===== config.mk =====
export PLATFORM = sky130hd
export DESIGN_NAME = ref_clk_nco_flat
export DESIGN_NICKNAME = d
export VERILOG_FILES = /design/src/rtl/ref_clk_nco_if.sv /design/src/rtl/ref_clk_nco.sv /design/src/flat_wrapper.sv
export SDC_FILE = /design/constraint.sdc
export NUM_CORES = 1
export LEC_CHECK = 0
export CAP_MARGIN = 20
export CORE_ASPECT_RATIO = 0.8
export CORE_MARGIN = 3
export CORE_UTILIZATION = 60
export DETAILED_ROUTE_END_ITERATION = 6
export PLACE_DENSITY = 0.8
export SLEW_MARGIN = 40
export SYNTH_ARGS = -nofsm -noshare
export SYNTH_HDL_FRONTEND = slang
export SYNTH_SLANG_ARGS = --single-unit

===== constraint.sdc =====
create_clock -name clk -period 5.9 [get_ports clk]
set_input_delay 0.59 -clock clk [delete_from_list [all_inputs] [get_ports clk]]
set_output_delay 0.59 -clock clk [all_outputs]
set_load 0.01 [all_outputs]

===== src/rtl/ref_clk_nco_if.sv =====
// Config port for the reference-clock NCO: new increment plus one-shot phase step.
interface ref_clk_nco_if #(
   parameter int ACC_W = 16
);
   logic             cfg_valid;
   logic             cfg_ready;
   logic [ACC_W-1:0] cfg_inc;
   logic [ACC_W-1:0] cfg_phase;

   modport master (output cfg_valid, cfg_inc, cfg_phase, input  cfg_ready);
   modport slave  (input  cfg_valid, cfg_inc, cfg_phase, output cfg_ready);
endinterface


===== src/rtl/ref_clk_nco.sv =====
// Phase-accumulator reference clock (f = f_clk*inc/2^ACC_W) with glitch-free config apply at wrap.
// Optional REF_NCO_DITHER_EN adds an LFSR bit to every accumulator step for deterministic jitter.
module ref_clk_nco #(
   parameter int               ACC_W       = 16,
   parameter logic [ACC_W-1:0] INC_DEFAULT = 'h0800
) (
   input  logic        clk,
   input  logic        reset,
   input  logic        en,
   ref_clk_nco_if.slave cfg,
   output logic        clk_ref_out,
   output logic        clk8x_ref_out,
   output logic        ref_edge,
   output logic        cfg_pending
);
   typedef enum logic {IDLE, PENDING} state_e;

   state_e           state_q, state_d;
   logic [ACC_W-1:0] acc_q, acc_d;
   logic [ACC_W-1:0] inc_q, inc_d;
   logic [ACC_W-1:0] pend_inc_q, pend_inc_d;
   logic [ACC_W-1:0] pend_phase_q, pend_phase_d;
   logic             edge_q, edge_d;
   logic [ACC_W:0]   sum;
   logic             dith, wrap, accept, apply;

`ifdef REF_NCO_DITHER_EN
   logic [15:0] lfsr_q, lfsr_d;

   always_comb begin
      lfsr_d = lfsr_q;
      if (en) lfsr_d = {lfsr_q[14:0], lfsr_q[15] ^ lfsr_q[13] ^ lfsr_q[12] ^ lfsr_q[10]};
   end

   always_ff @(posedge clk) begin
      if (reset) lfsr_q <= 16'hACE1;
      else       lfsr_q <= lfsr_d;
   end

   assign dith = lfsr_q[0];
`else
   assign dith = 1'b0;
`endif

   // Ready is gated by reset so it reads low for the whole reset window.
   assign cfg.cfg_ready = (state_q == IDLE) && !reset;

   always_comb begin
      sum          = {1'b0, acc_q} + {1'b0, inc_q} + {{ACC_W{1'b0}}, dith};
      wrap         = en && sum[ACC_W];
      accept       = cfg.cfg_valid && cfg.cfg_ready;
      apply        = (state_q == PENDING) && (wrap || !en);
      state_d      = state_q;
      pend_inc_d   = pend_inc_q;
      pend_phase_d = pend_phase_q;
      inc_d        = inc_q;
      acc_d        = en ? sum[ACC_W-1:0] : '0;

      case (state_q)
         IDLE: begin
            if (accept) begin
               pend_inc_d   = cfg.cfg_inc;
               pend_phase_d = cfg.cfg_phase;
               state_d      = PENDING;
            end
         end
         PENDING: begin
            if (apply) begin
               // The step into the wrap still uses the old increment; phase only lands while running.
               if (en) acc_d = sum[ACC_W-1:0] + pend_phase_q;
               inc_d   = pend_inc_q;
               state_d = IDLE;
            end
         end
         default: state_d = IDLE;
      endcase

      edge_d = acc_d[ACC_W-1] & ~acc_q[ACC_W-1];
   end

   always_ff @(posedge clk) begin
      if (reset) begin
         state_q      <= IDLE;
         acc_q        <= '0;
         inc_q        <= INC_DEFAULT;
         pend_inc_q   <= '0;
         pend_phase_q <= '0;
         edge_q       <= 1'b0;
      end else begin
         state_q      <= state_d;
         acc_q        <= acc_d;
         inc_q        <= inc_d;
         pend_inc_q   <= pend_inc_d;
         pend_phase_q <= pend_phase_d;
         edge_q       <= edge_d;
      end
   end

   assign clk_ref_out   = acc_q[ACC_W-1];
   assign clk8x_ref_out = acc_q[ACC_W-4];
   assign ref_edge      = edge_q;
   assign cfg_pending   = (state_q == PENDING);
endmodule

===== src/flat_wrapper.sv =====
// flat-port wrapper written by rule: the top's interface ports become plain ports
module ref_clk_nco_flat 
#(
   parameter int               ACC_W       = 16,
   parameter logic [ACC_W-1:0] INC_DEFAULT = 'h0800
)
  (clk, reset, en, clk_ref_out, clk8x_ref_out, ref_edge, cfg_pending, cfg_cfg_valid, cfg_cfg_inc, cfg_cfg_phase, cfg_cfg_ready);
  ref_clk_nco_if #(.ACC_W(ACC_W)) cfg_i ();
  input  logic clk;
  input  logic reset;
  input  logic en;
  output logic clk_ref_out;
  output logic clk8x_ref_out;
  output logic ref_edge;
  output logic cfg_pending;
  input wire logic [$bits(cfg_i.cfg_valid)-1:0] cfg_cfg_valid;
  input wire logic [$bits(cfg_i.cfg_inc)-1:0] cfg_cfg_inc;
  input wire logic [$bits(cfg_i.cfg_phase)-1:0] cfg_cfg_phase;
  output wire logic [$bits(cfg_i.cfg_ready)-1:0] cfg_cfg_ready;
  assign cfg_i.cfg_valid = cfg_cfg_valid;
  assign cfg_i.cfg_inc = cfg_cfg_inc;
  assign cfg_i.cfg_phase = cfg_cfg_phase;
  assign cfg_cfg_ready = cfg_i.cfg_ready;
  ref_clk_nco #(.ACC_W(ACC_W), .INC_DEFAULT(INC_DEFAULT)) u_core (.clk(clk), .reset(reset), .en(en), .cfg(cfg_i), .clk_ref_out(clk_ref_out), .clk8x_ref_out(clk8x_ref_out), .ref_edge(ref_edge), .cfg_pending(cfg_pending));
endmodule

==> key figures <==
Status
  • Outcome: finished clean

STA
  • Final cycle utilization of the critical path: between 70% and 80%
  • # setup viols final: 0
  • Setup Skew: approximately 0.0069 ns
  • Max Clk Rate: between 200 and 250 MHz
  • Final hold viol count: 0
  • Final worst path period need: roughly 4.3 ns
  • Post-route setup TNS: 0 ns
  • RSZ-0062 raised after global routing: false
  • Worst slew margin relative to its limit: between 40% and 50%
  • Final slew viol count: 0
  • Smallest setup slack after layout: ~1.6 ns
  • Tightest Pin Transition: about 0.80 ns

CTS
  • Maximum level of the CTS H-tree: 3
  • Maximum clock path buffer count: 2
  • Number of hold-repair buffers added at the cts stage: 0
  • CTS Root Cell: clkbuf_8
  • Count of cells resized by post-cts repair: 0
  • Cts bufs inserted: 9
  • Clock Sink Count: 66
  • Clock tree from TritonCTS: yes
  • Latest clock arrival within the worst-skew pair: about 0.34 ns
  • Clock transition at the register clock pins on the worst setup and hold paths after CTS: about 0.060 ns
  • Number of buffers inserted to repair setup after CTS: 0

Critical path
  • Crit Path Class: flop to flop
  • Max incr delay on CP: approximately 0.5 ns
  • Peak fanout along the critical path: 5
  • Startpoint type of the worst setup path: flop
  • Critical-path top delay cell: or4_1
  • Crit path required time: 6.17 ns
  • Critical path endpoint category: flop
  • Ordered cell list for the critical path: ha_1, inv_1, fa_1, nor2b_1, o31a_1, o31ai_2, a21oi_1, or3_1, and2_1, ha_1, and3_1, a221o_1, a21o_1, a41oi_1, xor2_1, or4_1, a21oi_1
  • Worst path arrival time: about 4.5 ns

Placed design
  • Gpl congestion: 1.02
  • HPWL after detailed placement: between 6 and 7 mm
  • DP Worst Slack: 1.69 ns
  • Total placed cells including tap cells: about 570
  • Port Buffer Count: 40

Finish
  • Leading cell type in the layout, fill and taps excluded: dfxtp_1
  • Number of cells in the finished layout apart from fillers: ~580
  • Layout cells sized above 1: under 10%
  • Most used cells in the layout excluding fill and tap cells: dfxtp_1 (66), o21ai_0 (47), nand2_1 (45), nor2_1 (40), clkdlybuf4s50_1 (40)
  • Synthesis-to-finish area growth: 13.8%
  • ANT cells: 0
  • Layout net count: 572

Synthesis
  • Dominant synthesized flop cell: dfxtp_1
  • Netlist cell types: 52
  • Cells after Synth: around 470
  • Yosys warnings: 0
  • Post-synth net total: approximately 540
  • Sequential area share after synthesis: between 30% and 40%
  • FFs w/ async S/R, synth: 0%
  • Avg Synthesized Cell Area: between 8 and 9 um2
  • Netlist area before placement: around 0.0040 mm2
  • Register bit total from synthesis: 66
  • Number of synthesized flops with an enable pin: 0

Power
  • Switching Power: 0.259 mW
  • Part of the total power dissipated in combinational logic: roughly 17%
  • Fraction of power consumed by the clock network: between 30% and 40%
  • Part of the total power dissipated in sequential elements: 50.9%
  • Sw frac: between 20% and 30%
  • Maximum vdd ir drop: around 0.00016 V
  • Total Power: roughly 0.94 mW
  • Power per cell area: 209 mW/mm2
  • Static leakage: 2.04 nW
  • Internal power contribution: ~0.7 mW

Min path
  • Worst hold path type: flop to flop

Die
  • Io pins: 41
  • FP Rows: 25
  • Initial cell density of the core: 64.4%
  • Core box area: a little over 0.006 mm2
  • Die ar.: roughly 0.0076 mm2
  • Die Span Y: just under 80 um
  • Width of the die: slightly below 100 um

GRT
  • Largest net degree at the start of global routing: 65
  • Layer carrying the most global-route usage: met2
  • Number of global-route vias before repair: between 3000 and 4000
  • Global-route wire length before repair: ~14 mm
  • Grt met2 use: roughly a third
  • Overall overflow remaining after global route: 0
  • GRT met1 Usage: a little under a third
  • Antenna violations before repair: 0
  • Total Routing Usage GR: 22.5%
  • Global-route track usage on met3: 5.71%

Drt
  • Post-route DRC: 0
  • DR pass1 iterations: 4
  • Sum of routed wire length over all layers: approximately 8.4 mm
  • Antenna-violating nets left: 0
  • Average detailed-routed wire length per instance: 14.4 um
  • Overall via count from detail_route: 3287
  • Starting DRT DRC Count: ~130
  • Ratio of routed vias to standard cells: approximately 5.6

Run
  • Number of max-capacitance violations reported: 0
[final cells by class]
| cell class | instances | area, um2 |
|---|---|---|
| Multi-Input combinational cell | 367 | 2480 |
| Fill cell | 483 | 1640 |
| Sequential cell | 66 | 1320 |
| Timing Repair Buffer | 42 | 415 |
| Clock buffer | 9 | 124 |
| Tap cell | 81 | 101 |
| Inverter | 15 | 56.3 |
| Clock inverter | 4 | 22.5 |
[routing by layer]
| metal | up-vias | wire length, um |
|---|---|---|
| li1 | 1716 | - |
| met1 | 1463 | 4370 |
| met2 | 100 | 3480 |
| met3 | 8 | 447 |
| met4 | 0 | 95 |
| met5 | - | 0 |
[power groups by stage]
stage	registers, mW	clock network, mW	logic, mW
3_5_place_dp	0.491	0	0.154
2_1_floorplan	0.487	0	0.110
6_report	0.481	0.306	0.157
5_1_grt	0.483	0.334	0.175
3_3_place_gp	0.490	0	0.149
4_1_cts	0.481	0.311	0.156
[state kept, by name, indices dropped and copies added (netlist names)]
| name | count |
|---|---|
| u_core.acc_q | 16 |
| u_core.pend_inc_q | 16 |
| u_core.inc_q | 16 |
| u_core.cfg_pending | 1 |
| u_core.ref_edge | 1 |
| u_core.pend_phase_q | 16 |
[synthesized netlist by cell type (all sizes together) (3+ instances only)]
cell type	instances	area (um2)
nor2	40	150
buf	6	65.1
nor3	9	45.0
a211oi	6	45.0
and2	4	25.0
a21o	11	82.6
o21ai	47	235
a21oi	33	165
ha	33	413
a31oi	3	18.8
clkbuf	14	52.6
inv	15	56.3
nand2	45	169
o21a	3	22.5
nand2b	35	219
a2111o	3	33.8
nand3	5	25.0
xnor2	15	131
or2	3	18.8
o21bai	5	37.5
mux2i	27	270
dfxtp	66	1320
xor2	6	52.6
o31ai	4	48.8
[path summary, 6_finish.rpt]
check                         from              end  slack [ns]  depth (start not counted)
setup reg to reg   u_core.inc_q[0]  u_core.ref_edge        1.65                         17
hold reg to reg   u_core.acc_q[15]  u_core.ref_edge        0.46                          1
hold / removal    u_core.acc_q[15]  u_core.ref_edge        0.46                          1
setup / recovery   u_core.inc_q[0]  u_core.ref_edge        1.65                         17
[logic make-up (layout without fill, tap and decap cells)]
| family | Yosys count | after routing | synth area share (%) |
|---|---|---|---|
| simple gates | 151 | 151 | 18.1 |
| compound gates | 133 | 133 | 21.4 |
| flops | 66 | 66 | 33.3 |
| fa+ha+maj | 35 | 35 | 11.4 |
| buf+inv | 35 | 70 | 4.38 |
| mux | 27 | 27 | 6.81 |
| xor+xnor | 21 | 21 | 4.63 |
[critical path, delay by kind of cell (launching register included)]
family	cells	cell delay, ns
adder cells (fa/ha/maj)	3	0.75
AO/OA/AOI/OAI	7	1.63
buffers and inverters	1	0.08
XOR/XNOR	1	0.11
flip-flops	1	0.31
AND/OR/NAND/NOR	5	1.29
[stage by stage]
step / util [%] / hold WS, ns / area [um2]
CTS: 73.3 / 0.460 / 4520
global route: 73.3 / 0.492 / 4520
finish: 73.3 / 0.457 / 4520
detailed placement: 70.9 / 0.448 / 4370
floorplan: - / 0.442 / 3970
global placement: 70.9 / 0.439 / 4370
Power figures use the tool's default switching activity.
